### src/rtl/sim_harness_ctrl_if.sv
// sim_harness_ctrl_if: data-memory store snoop bus plus retire strobe.
// Ports: wr_valid[N_WR], wr_addr/wr_data packed per port at [i*W +: W], retire.
interface sim_harness_ctrl_if #(
  parameter int N_WR   = 1,
  parameter int ADDR_W = 32,
  parameter int DATA_W = 32
) ();
  logic [N_WR-1:0]        wr_valid;
  logic [N_WR*ADDR_W-1:0] wr_addr;
  logic [N_WR*DATA_W-1:0] wr_data;
  logic                   retire;
  modport master (output wr_valid, wr_addr, wr_data, retire);
  modport slave  (input  wr_valid, wr_addr, wr_data, retire);
endinterface

### src/rtl/sim_harness_ctrl.sv
// sim_harness_ctrl: core reset sequencer, tohost pass/fail detector and cycle watchdog.
// Ports: clk, reset_n (sync, active-low), bus (snooped stores + retire),
//   core_reset_n, sticky done/pass/fail/timeout, fail_code, cycle_count, retire_count.
module sim_harness_ctrl #(
  parameter int                N_WR           = 1,
  parameter int                ADDR_W         = 32,
  parameter int                DATA_W         = 32,
  parameter int                CNT_W          = 32,
  parameter int                RESET_CYCLES   = 4,
  parameter int                TIMEOUT_CYCLES = 5000,
  parameter logic [ADDR_W-1:0] TOHOST_ADDR    = 'h1000,
  parameter bit                HALT_ON_DONE   = 1'b1
) (
  input  logic                 clk,
  input  logic                 reset_n,
  sim_harness_ctrl_if.slave    bus,
  output logic                 core_reset_n,
  output logic                 done,
  output logic                 pass,
  output logic                 fail,
  output logic                 timeout,
  output logic [DATA_W-2:0]    fail_code,
  output logic [CNT_W-1:0]     cycle_count,
  output logic [CNT_W-1:0]     retire_count
);
  localparam int HW = RESET_CYCLES > 1 ? $clog2(RESET_CYCLES) : 1;
  localparam logic [HW-1:0] HOLD_LAST = HW'(RESET_CYCLES - 1);
  localparam logic [CNT_W-1:0] TO_LAST = CNT_W'(TIMEOUT_CYCLES - 1);
  typedef enum logic [2:0] {HOLD, RUN, PASS, FAIL, TMO} state_t;
  state_t state, state_n;
  logic [HW-1:0] hold_cnt;
  logic hit, expire, term;
  logic [DATA_W-1:0] hit_data;
  // scan from the top so the lowest-index hit is the one left standing
  always_comb begin
    hit = 1'b0;
    hit_data = '0;
    for (int i = N_WR - 1; i >= 0; i--)
      if (bus.wr_valid[i] && bus.wr_addr[i*ADDR_W +: ADDR_W] == TOHOST_ADDR && bus.wr_data[i*DATA_W]) begin
        hit = 1'b1;
        hit_data = bus.wr_data[i*DATA_W +: DATA_W];
      end
  end
  assign expire = (TIMEOUT_CYCLES != 0) && (cycle_count == TO_LAST);
  always_comb begin
    state_n = state;
    if (state == HOLD && hold_cnt == HOLD_LAST) state_n = RUN;
    if (state == RUN) state_n = hit ? (hit_data == DATA_W'(1) ? PASS : FAIL) : expire ? TMO : RUN;
  end
  assign term = state_n == PASS || state_n == FAIL || state_n == TMO;
  always_ff @(posedge clk) begin
    if (!reset_n) begin
      state <= HOLD;
      hold_cnt <= '0;
      core_reset_n <= 1'b0;
      done <= 1'b0;
      pass <= 1'b0;
      fail <= 1'b0;
      timeout <= 1'b0;
      fail_code <= '0;
      cycle_count <= '0;
      retire_count <= '0;
    end else begin
      state <= state_n;
      hold_cnt <= state == HOLD ? hold_cnt + HW'(1) : hold_cnt;
      core_reset_n <= state_n == RUN || (!HALT_ON_DONE && term);
      done <= term;
      pass <= state_n == PASS;
      fail <= state_n == FAIL;
      timeout <= state_n == TMO;
      if (state == RUN) begin
        cycle_count <= cycle_count + CNT_W'(~&cycle_count);
        retire_count <= retire_count + CNT_W'(bus.retire && ~&retire_count);
        if (state_n == FAIL) fail_code <= hit_data[DATA_W-1:1];
      end
    end
  end
endmodule

### src/flat_wrapper.sv
// flat-port wrapper written by rule: the top's interface ports become plain ports
module sim_harness_ctrl_flat 
#(
  parameter int                N_WR           = 1,
  parameter int                ADDR_W         = 32,
  parameter int                DATA_W         = 32,
  parameter int                CNT_W          = 32,
  parameter int                RESET_CYCLES   = 4,
  parameter int                TIMEOUT_CYCLES = 5000,
  parameter logic [ADDR_W-1:0] TOHOST_ADDR    = 'h1000,
  parameter bit                HALT_ON_DONE   = 1'b1
)
  (clk, reset_n, core_reset_n, done, pass, fail, timeout, fail_code, cycle_count, retire_count, bus_wr_valid, bus_wr_addr, bus_wr_data, bus_retire);
  sim_harness_ctrl_if #(.N_WR(N_WR), .ADDR_W(ADDR_W), .DATA_W(DATA_W)) bus_i ();
  input  logic clk;
  input  logic reset_n;
  output logic core_reset_n;
  output logic done;
  output logic pass;
  output logic fail;
  output logic timeout;
  output logic [DATA_W-2:0] fail_code;
  output logic [CNT_W-1:0] cycle_count;
  output logic [CNT_W-1:0] retire_count;
  input wire logic [$bits(bus_i.wr_valid)-1:0] bus_wr_valid;
  input wire logic [$bits(bus_i.wr_addr)-1:0] bus_wr_addr;
  input wire logic [$bits(bus_i.wr_data)-1:0] bus_wr_data;
  input wire logic [$bits(bus_i.retire)-1:0] bus_retire;
  assign bus_i.wr_valid = bus_wr_valid;
  assign bus_i.wr_addr = bus_wr_addr;
  assign bus_i.wr_data = bus_wr_data;
  assign bus_i.retire = bus_retire;
  sim_harness_ctrl #(.N_WR(N_WR), .ADDR_W(ADDR_W), .DATA_W(DATA_W), .CNT_W(CNT_W), .RESET_CYCLES(RESET_CYCLES), .TIMEOUT_CYCLES(TIMEOUT_CYCLES), .TOHOST_ADDR(TOHOST_ADDR), .HALT_ON_DONE(HALT_ON_DONE)) u_core (.clk(clk), .reset_n(reset_n), .bus(bus_i), .core_reset_n(core_reset_n), .done(done), .pass(pass), .fail(fail), .timeout(timeout), .fail_code(fail_code), .cycle_count(cycle_count), .retire_count(retire_count));
endmodule
### config.mk
export PLATFORM = sky130hd
export DESIGN_NAME = sim_harness_ctrl_flat
export DESIGN_NICKNAME = d
export VERILOG_FILES = /design/src/rtl/sim_harness_ctrl_if.sv /design/src/rtl/sim_harness_ctrl.sv /design/src/flat_wrapper.sv
export SDC_FILE = /design/constraint.sdc
export NUM_CORES = 1
export LEC_CHECK = 0
export CAP_MARGIN = 10
export CORE_UTILIZATION = 35
export DETAILED_ROUTE_END_ITERATION = 12
export GPL_TIMING_DRIVEN = 0
export PLACE_DENSITY = 0.74
export SYNTH_ARGS = -nofsm -noshare
export SYNTH_HDL_FRONTEND = slang
export SYNTH_SLANG_ARGS = --single-unit
### constraint.sdc
create_clock -name clk -period 7.1 [get_ports clk]
set_clock_uncertainty 0.05 [all_clocks]
set_input_delay 0.71 -clock clk [delete_from_list [all_inputs] [get_ports clk]]
set_output_delay 0.71 -clock clk [all_outputs]
set_load 0.02 [all_outputs]
# Word level (Yosys, flattened, before mapping)
# Cells that the tools add are included.
[op_classes]
n_mux = 7
reduce_logical = 12
eq_ne = 9
add_sub_neg = 3
[ops]
columns = ["op", "n"]
rows = [
  ["$add A32 B1 Y32", 2],
  ["$eq A32 B13 Y1 const B", 2],
  ["$reduce_and A32 Y1", 2],
  ["$eq A32 B1 Y1 const B", 1],
  ["$mux W32", 1],
  ["$mux W3", 4],
  ["$eq A3 B1 Y1 const B", 2],
  ["$eq A3 B2 Y1 const B", 2],
  ["$logic_and A1 B1 Y1", 4],
  ["$eq A3 B3 Y1 const B", 1],
  ["$logic_not A3 Y1", 1],
  ["$add A2 B1 Y2 const B", 1],
  ["$eq A2 B2 Y1 const B", 1],
  ["$logic_not A1 Y1", 2],
  ["$logic_or A1 B1 Y1", 2],
  ["$mux W1", 2],
  ["$reduce_and A2 Y1", 1],
]
[totals]
reg_bits = 105
elab_cells = 41

# Logic depth before layout (Yosys ltp)
[depth]
depth_word = 11
ltp_mapped = 12
mapped_depth_nobuf = 11

# Least setup slack after synthesis
# No wires, ideal clock.
[synth_path]
path_kind = "register to register"
startpoint = "register u_core.cycle_count[15]"
endpoint = "register u_core.cycle_count[22]"
synth_period_minus_slack_ps = 3160
setup_slack_ps = 3940
stages_incl_launch_ff = 13
path_buffers = 1
t_arrival_ps = 2995
path_cell_list = "dfxtp_1 -> nand4_1 -> nor3_1 -> nand2_1 -> or4_1 -> ha_1 -> ha_1 -> and4bb_1 -> and4_1 -> clkbuf_1 -> nand4_1 -> xnor2_1 -> and2_1"
[synth_via]
elab_chain_cells = 3
[synth_rtl]
columns = ["item", "line", "source"]
rows = [
  ["start, declared", "sim_harness_ctrl.sv:23", "output logic [CNT_W-1:0] cycle_count,"],
  ["start signal, assigned", "sim_harness_ctrl.sv:72", "cycle_count <= cycle_count + CNT_W'(~&cycle_count);"],
  ["$reduce_and A32 Y1", "sim_harness_ctrl.sv:72", ""],
  ["$logic_not A1 Y1", "sim_harness_ctrl.sv:72", ""],
  ["$add A32 B1 Y32 *", "sim_harness_ctrl.sv:72", ""],
]
# Every way passes the cells marked *; elsewhere a longest branch is shown, timed or not.
# A chain may end at the register's enable or synchronous reset.

# Final worst setup path
# Ends and elaborated chain as after synthesis.

==> metrics.txt <==
# TYPE chip_impl_metric gauge
chip_impl_info{name="run_status",value="finished, final reports clean"} 1
chip_impl_metric{name="core",unit="sq um"} 13900
chip_impl_metric{name="synth_edf_count",unit=""} 0
chip_impl_metric{name="largest_net_degree_at_the_start_of_global_routing",unit=""} 17
chip_impl_metric{name="routed_metal_1_wirelength",unit="um"} 6070
chip_impl_metric{name="final-max-slew-violation-count",unit=""} 0
chip_impl_metric{name="initial_antenna_violation_count",unit=""} 0
chip_impl_info{name="leading_cell_types_by_total_area_after_synthesis",value="sky130_fd_sc_hd__dfxtp_1, sky130_fd_sc_hd__nand3_1, sky130_fd_sc_hd__and2_1, sky130_fd_sc_hd__a21boi_0, sky130_fd_sc_hd__xnor2_1"} 1
chip_impl_metric{name="finalCritPeriodShare",unit=""} 0.490
chip_impl_info{name="hp-start",value="u_core.fail_code[27]"} 1
chip_impl_metric{name="data_required_time_at_the_worst_endpoint",unit="ns"} 7.30
chip_impl_info{name="critical_path.reg2reg.startpoint",value="u_core.cycle_count[15]"} 1
chip_impl_metric{name="drt-wirelength-per-cell",unit="um"} 14.8
chip_impl_metric{name="timing.critical_path.fanout_max",unit=""} 7
chip_impl_metric{name="via_per_inst",unit=""} 5.17
chip_impl_metric{name="antenna_violating_nets_post_route",unit=""} 0
chip_impl_metric{name="met3_length",unit="um"} 1210
chip_impl_metric{name="tritoncts_num_sinks",unit=""} 105
chip_impl_metric{name="yosysTopAreaCellShare",unit=""} 0.419
chip_impl_info{name="path_cells",value="nand4_1, nor3_1, nand2_1, or4_1, ha_1, ha_1, and4bb_1, and4_1, clkbuf_1, nand4_1, xnor2_1, and2_1"} 1
chip_impl_info{name="crit_family",value="simple AND/OR/NAND/NOR gates"} 1
chip_impl_metric{name="first_pass_grt_wire_length",unit="um"} 22400
chip_impl_metric{name="cp_slowest_stage_delay",unit="ns"} 0.57
chip_impl_metric{name="cts_inserted_buffers",unit=""} 9
chip_impl_metric{name="die_x",unit="um"} 122
chip_impl_info{name="critical-path-slowest-cell",value="sky130_fd_sc_hd__or4_1"} 1
chip_impl_metric{name="ff2ff_setup_slack",unit="ns"} 3.62
chip_impl_metric{name="h_tree_levels",unit=""} 3
chip_impl_metric{name="cp.buffers_inverters",unit=""} 1
chip_impl_metric{name="ys_async_sr_fraction",unit=""} 0
chip_impl_info{name="kind_of_capture_point_of_the_worst_setup_path",value="register"} 1
chip_impl_metric{name="detailroute.wirelength.met2",unit="um"} 6430
chip_impl_metric{name="synthDistinctLibCells",unit=""} 49
chip_impl_metric{name="yosysWarnings",unit=""} 0
chip_impl_metric{name="maxClockFrequency",unit="GHz"} 0.288
chip_impl_metric{name="num-nets-final",unit=""} 824
chip_impl_metric{name="cap_violations",unit=""} 0
chip_impl_metric{name="route.detailed.drc",unit=""} 0
chip_impl_metric{name="grt_util_all_layers",unit=""} 0.192
chip_impl_metric{name="post_route_cells_drive_above_1_share",unit=""} 0.0410
chip_impl_metric{name="rows",unit=""} 43
chip_impl_info{name="holdCritPathClass",value="register to register"} 1
chip_impl_info{name="grt_setup_unrepaired",value="no"} 1
chip_impl_metric{name="port_buffers",unit=""} 167
chip_impl_info{name="reg2reg_to",value="u_core.cycle_count[22]"} 1
chip_impl_info{name="synth_top_area_cell",value="sky130_fd_sc_hd__dfxtp_1"} 1
chip_impl_info{name="postSynth.topFlopCell",value="sky130_fd_sc_hd__dfxtp_1"} 1
chip_impl_info{name="critical_path_class",value="register to register"} 1
chip_impl_metric{name="grt_remaining_overflow",unit=""} 0
chip_impl_metric{name="first_global_vias",unit=""} 4459
chip_impl_metric{name="clkTransAtPathRegs",unit="ns"} 0.07
chip_impl_metric{name="dp_hpwl",unit="um"} 10500
chip_impl_metric{name="postLayoutCoreUtil",unit=""} 0.517
chip_impl_metric{name="fin_setup_tns",unit="ns"} 0
chip_impl_metric{name="drt-initial-drc-count",unit=""} 258
chip_impl_metric{name="initial_core_util",unit=""} 0.360
chip_impl_metric{name="synthesis.instances",unit=""} 573
chip_impl_metric{name="final_period_minus_worst_setup_slack",unit="ns"} 3.48
chip_impl_info{name="cts_root_buf",value="sky130_fd_sc_hd__clkbuf_16"} 1
chip_impl_metric{name="cts_hold_repair.buffers",unit=""} 0
chip_impl_metric{name="peakVddDrop",unit="V"} 0.000135
chip_impl_metric{name="dp_worst_setup_slack",unit="ns"} 3.65
chip_impl_metric{name="setup-violations-final",unit=""} 0
chip_impl_metric{name="syn-mean-instance-area",unit="sq um"} 8.76
chip_impl_metric{name="num_antenna_cells",unit=""} 0
chip_impl_info{name="highest_layer",value="met4"} 1
chip_impl_metric{name="postCtsSetupBuffers",unit=""} 0
chip_impl_metric{name="p_leak",unit="nW"} 2.46
chip_impl_metric{name="synthesis_to_layout_area_growth",unit="%"} 43.4
chip_impl_metric{name="final.fill_count",unit=""} 1274
chip_impl_metric{name="totalWireLength",unit="um"} 13800
chip_impl_info{name="min_delay_worst_endpoint",value="u_core.fail_code[27]"} 1
chip_impl_metric{name="seq_area_frac_synth",unit=""} 0.419
chip_impl_metric{name="worst_hold_margin",unit="ns"} 0.431
chip_impl_metric{name="timing.final.hold_violations",unit=""} 0
chip_impl_metric{name="holdPathStages",unit=""} 2
chip_impl_metric{name="routabilityCongestion",unit=""} 0.832
chip_impl_info{name="post-synth-top-count-cell",value="sky130_fd_sc_hd__dfxtp_1"} 1
chip_impl_metric{name="postCtsResizedCells",unit=""} 0
chip_impl_metric{name="vias",unit=""} 4836
chip_impl_metric{name="power-per-cell-area",unit="nW/um^2"} 160
chip_impl_info{name="setup.worst_path.start_class",value="register"} 1
chip_impl_metric{name="clock_insertion_delay_at_the_later_pin_of_the_skew_report",unit="ns"} 0.35
chip_impl_metric{name="synth_fp_nets",unit=""} 646
chip_impl_metric{name="tightest_slew",unit="ns"} 0.595
chip_impl_metric{name="die_height",unit="um"} 122
chip_impl_info{name="cts_tree",value="yes"} 1
chip_impl_metric{name="instances_no_fill",unit=""} 936
chip_impl_metric{name="postSynthRegisterBits",unit=""} 105
chip_impl_metric{name="worst_slew_margin_rel",unit=""} 0.600
chip_impl_metric{name="worst_ep_arrival",unit="ns"} 3.68
chip_impl_info{name="synth.top_cells.by_count",value="sky130_fd_sc_hd__dfxtp_1, sky130_fd_sc_hd__nand3_1, sky130_fd_sc_hd__and2_1"} 1
chip_impl_metric{name="drt_pre_antenna_iters",unit=""} 4
chip_impl_metric{name="postLayoutSetupSlackWorst",unit="ns"} 3.62
chip_impl_metric{name="timing.reg2reg.worst_path_depth",unit=""} 12
chip_impl_metric{name="ctsLongestPathBuffers",unit=""} 2
chip_impl_metric{name="place_inst",unit=""} 920
chip_impl_metric{name="synthesis.area",unit="sq um"} 5020
chip_impl_metric{name="die-area",unit="sq um"} 14800
chip_impl_metric{name="ios",unit=""} 168
[report_power, final]
group	switching, mW	internal [mW]
clock	0.219	0.255
combinational	0.0332	0.0501
sequential	0.00442	0.593
total	0.257	0.899
[cells in the final DEF, fill, tap and decap left out, types with 25 or more instances in the layout]
| cell | count |
|---|---|
| sky130_fd_sc_hd__a21boi_0 | 34 |
| sky130_fd_sc_hd__and2_1 | 44 |
| sky130_fd_sc_hd__clkbuf_1 | 31 |
| sky130_fd_sc_hd__clkdlybuf4s50_1 | 167 |
| sky130_fd_sc_hd__dfxtp_1 | 105 |
| sky130_fd_sc_hd__nand2_1 | 36 |
| sky130_fd_sc_hd__nand3_1 | 57 |
| sky130_fd_sc_hd__nor4_1 | 25 |
| sky130_fd_sc_hd__o21ai_0 | 40 |
| sky130_fd_sc_hd__xnor2_1 | 27 |
[sequential cells by signal, indices dropped and copies added (netlist names)]
register	flops
u_core.pass	1
u_core.core_reset_n	1
u_core.hold_cnt	2
u_core.state	3
u_core.cycle_count	32
u_core.fail_code	31
u_core.fail	1
u_core.timeout	1
u_core.retire_count	32
u_core.done	1
[cells by family (layout without fill, tap and decap cells)]
family,after synthesis,in the layout,share of synthesized area
AOI/OAI and AO/OA,99,99,0.128
muxes,3,3,0.00598
buffers and inverters,45,228,0.0356
adders and majority gates,5,5,0.0125
xor gates and xnor gates,46,46,0.0802
DFF,105,105,0.419
and+or+nand+nor,270,270,0.319
[per-stage QoR]
step | area, sq um | total power, mW
2_1_floorplan | 5020 | 0.640
3_3_place_gp | 6920 | 0.695
3_5_place_dp | 6920 | 0.695
4_1_cts | 7200 | 1.17
5_1_grt | 7200 | 1.20
6_report | 7200 | 1.16
[how the worst max path moves through the flow]
stage | from | to | slack, ns | cells past startpoint
4_1_cts | u_core.cycle_count[15] | u_core.cycle_count[22] | 3.63 | 12
3_3_place_gp | u_core.cycle_count[14] | u_core.cycle_count[22] | 3.65 | 12
3_5_place_dp | u_core.cycle_count[15] | u_core.cycle_count[22] | 3.65 | 12
5_1_grt | u_core.cycle_count[15] | u_core.cycle_count[22] | 3.41 | 12
2_1_floorplan | u_core.cycle_count[15] | u_core.cycle_count[22] | 3.94 | 12
6_report | u_core.cycle_count[15] | u_core.cycle_count[22] | 3.62 | 12
[worst register-to-register path, cell delays in order (launching register included)]
cell and delay (ns):
sky130_fd_sc_hd__dfxtp_1 0.46, sky130_fd_sc_hd__nand4_1 0.15, sky130_fd_sc_hd__nor3_1 0.50, sky130_fd_sc_hd__nand2_1 0.16
sky130_fd_sc_hd__or4_1 0.57, sky130_fd_sc_hd__ha_1 0.24, sky130_fd_sc_hd__ha_1 0.19, sky130_fd_sc_hd__and4bb_1 0.27
sky130_fd_sc_hd__and4_1 0.21, sky130_fd_sc_hd__clkbuf_1 0.20, sky130_fd_sc_hd__nand4_1 0.16, sky130_fd_sc_hd__xnor2_1 0.06
sky130_fd_sc_hd__and2_1 0.14
[final cells by class]
cell class | instances | area (sq um) | area share
flip-flops and latches | 105 | 2100 | 0.292
multi-input cells | 423 | 2740 | 0.381
repair buffers | 167 | 1670 | 0.232
plain buffers | 35 | 141 | 0.0196
clock inverters | 5 | 30.0 | 0.00417
well taps | 180 | 225 | 0.0313
inverters | 10 | 37.5 | 0.00521
clock buffers | 11 | 253 | 0.0351
[layer usage]
metal,up-vias,global-route usage
met3,12,0.0791
met1,2248,0.241
met2,158,0.305
li1,2418,-
met4,0,0.0440
met5,-,0
(Power assumes the default switching activity.)
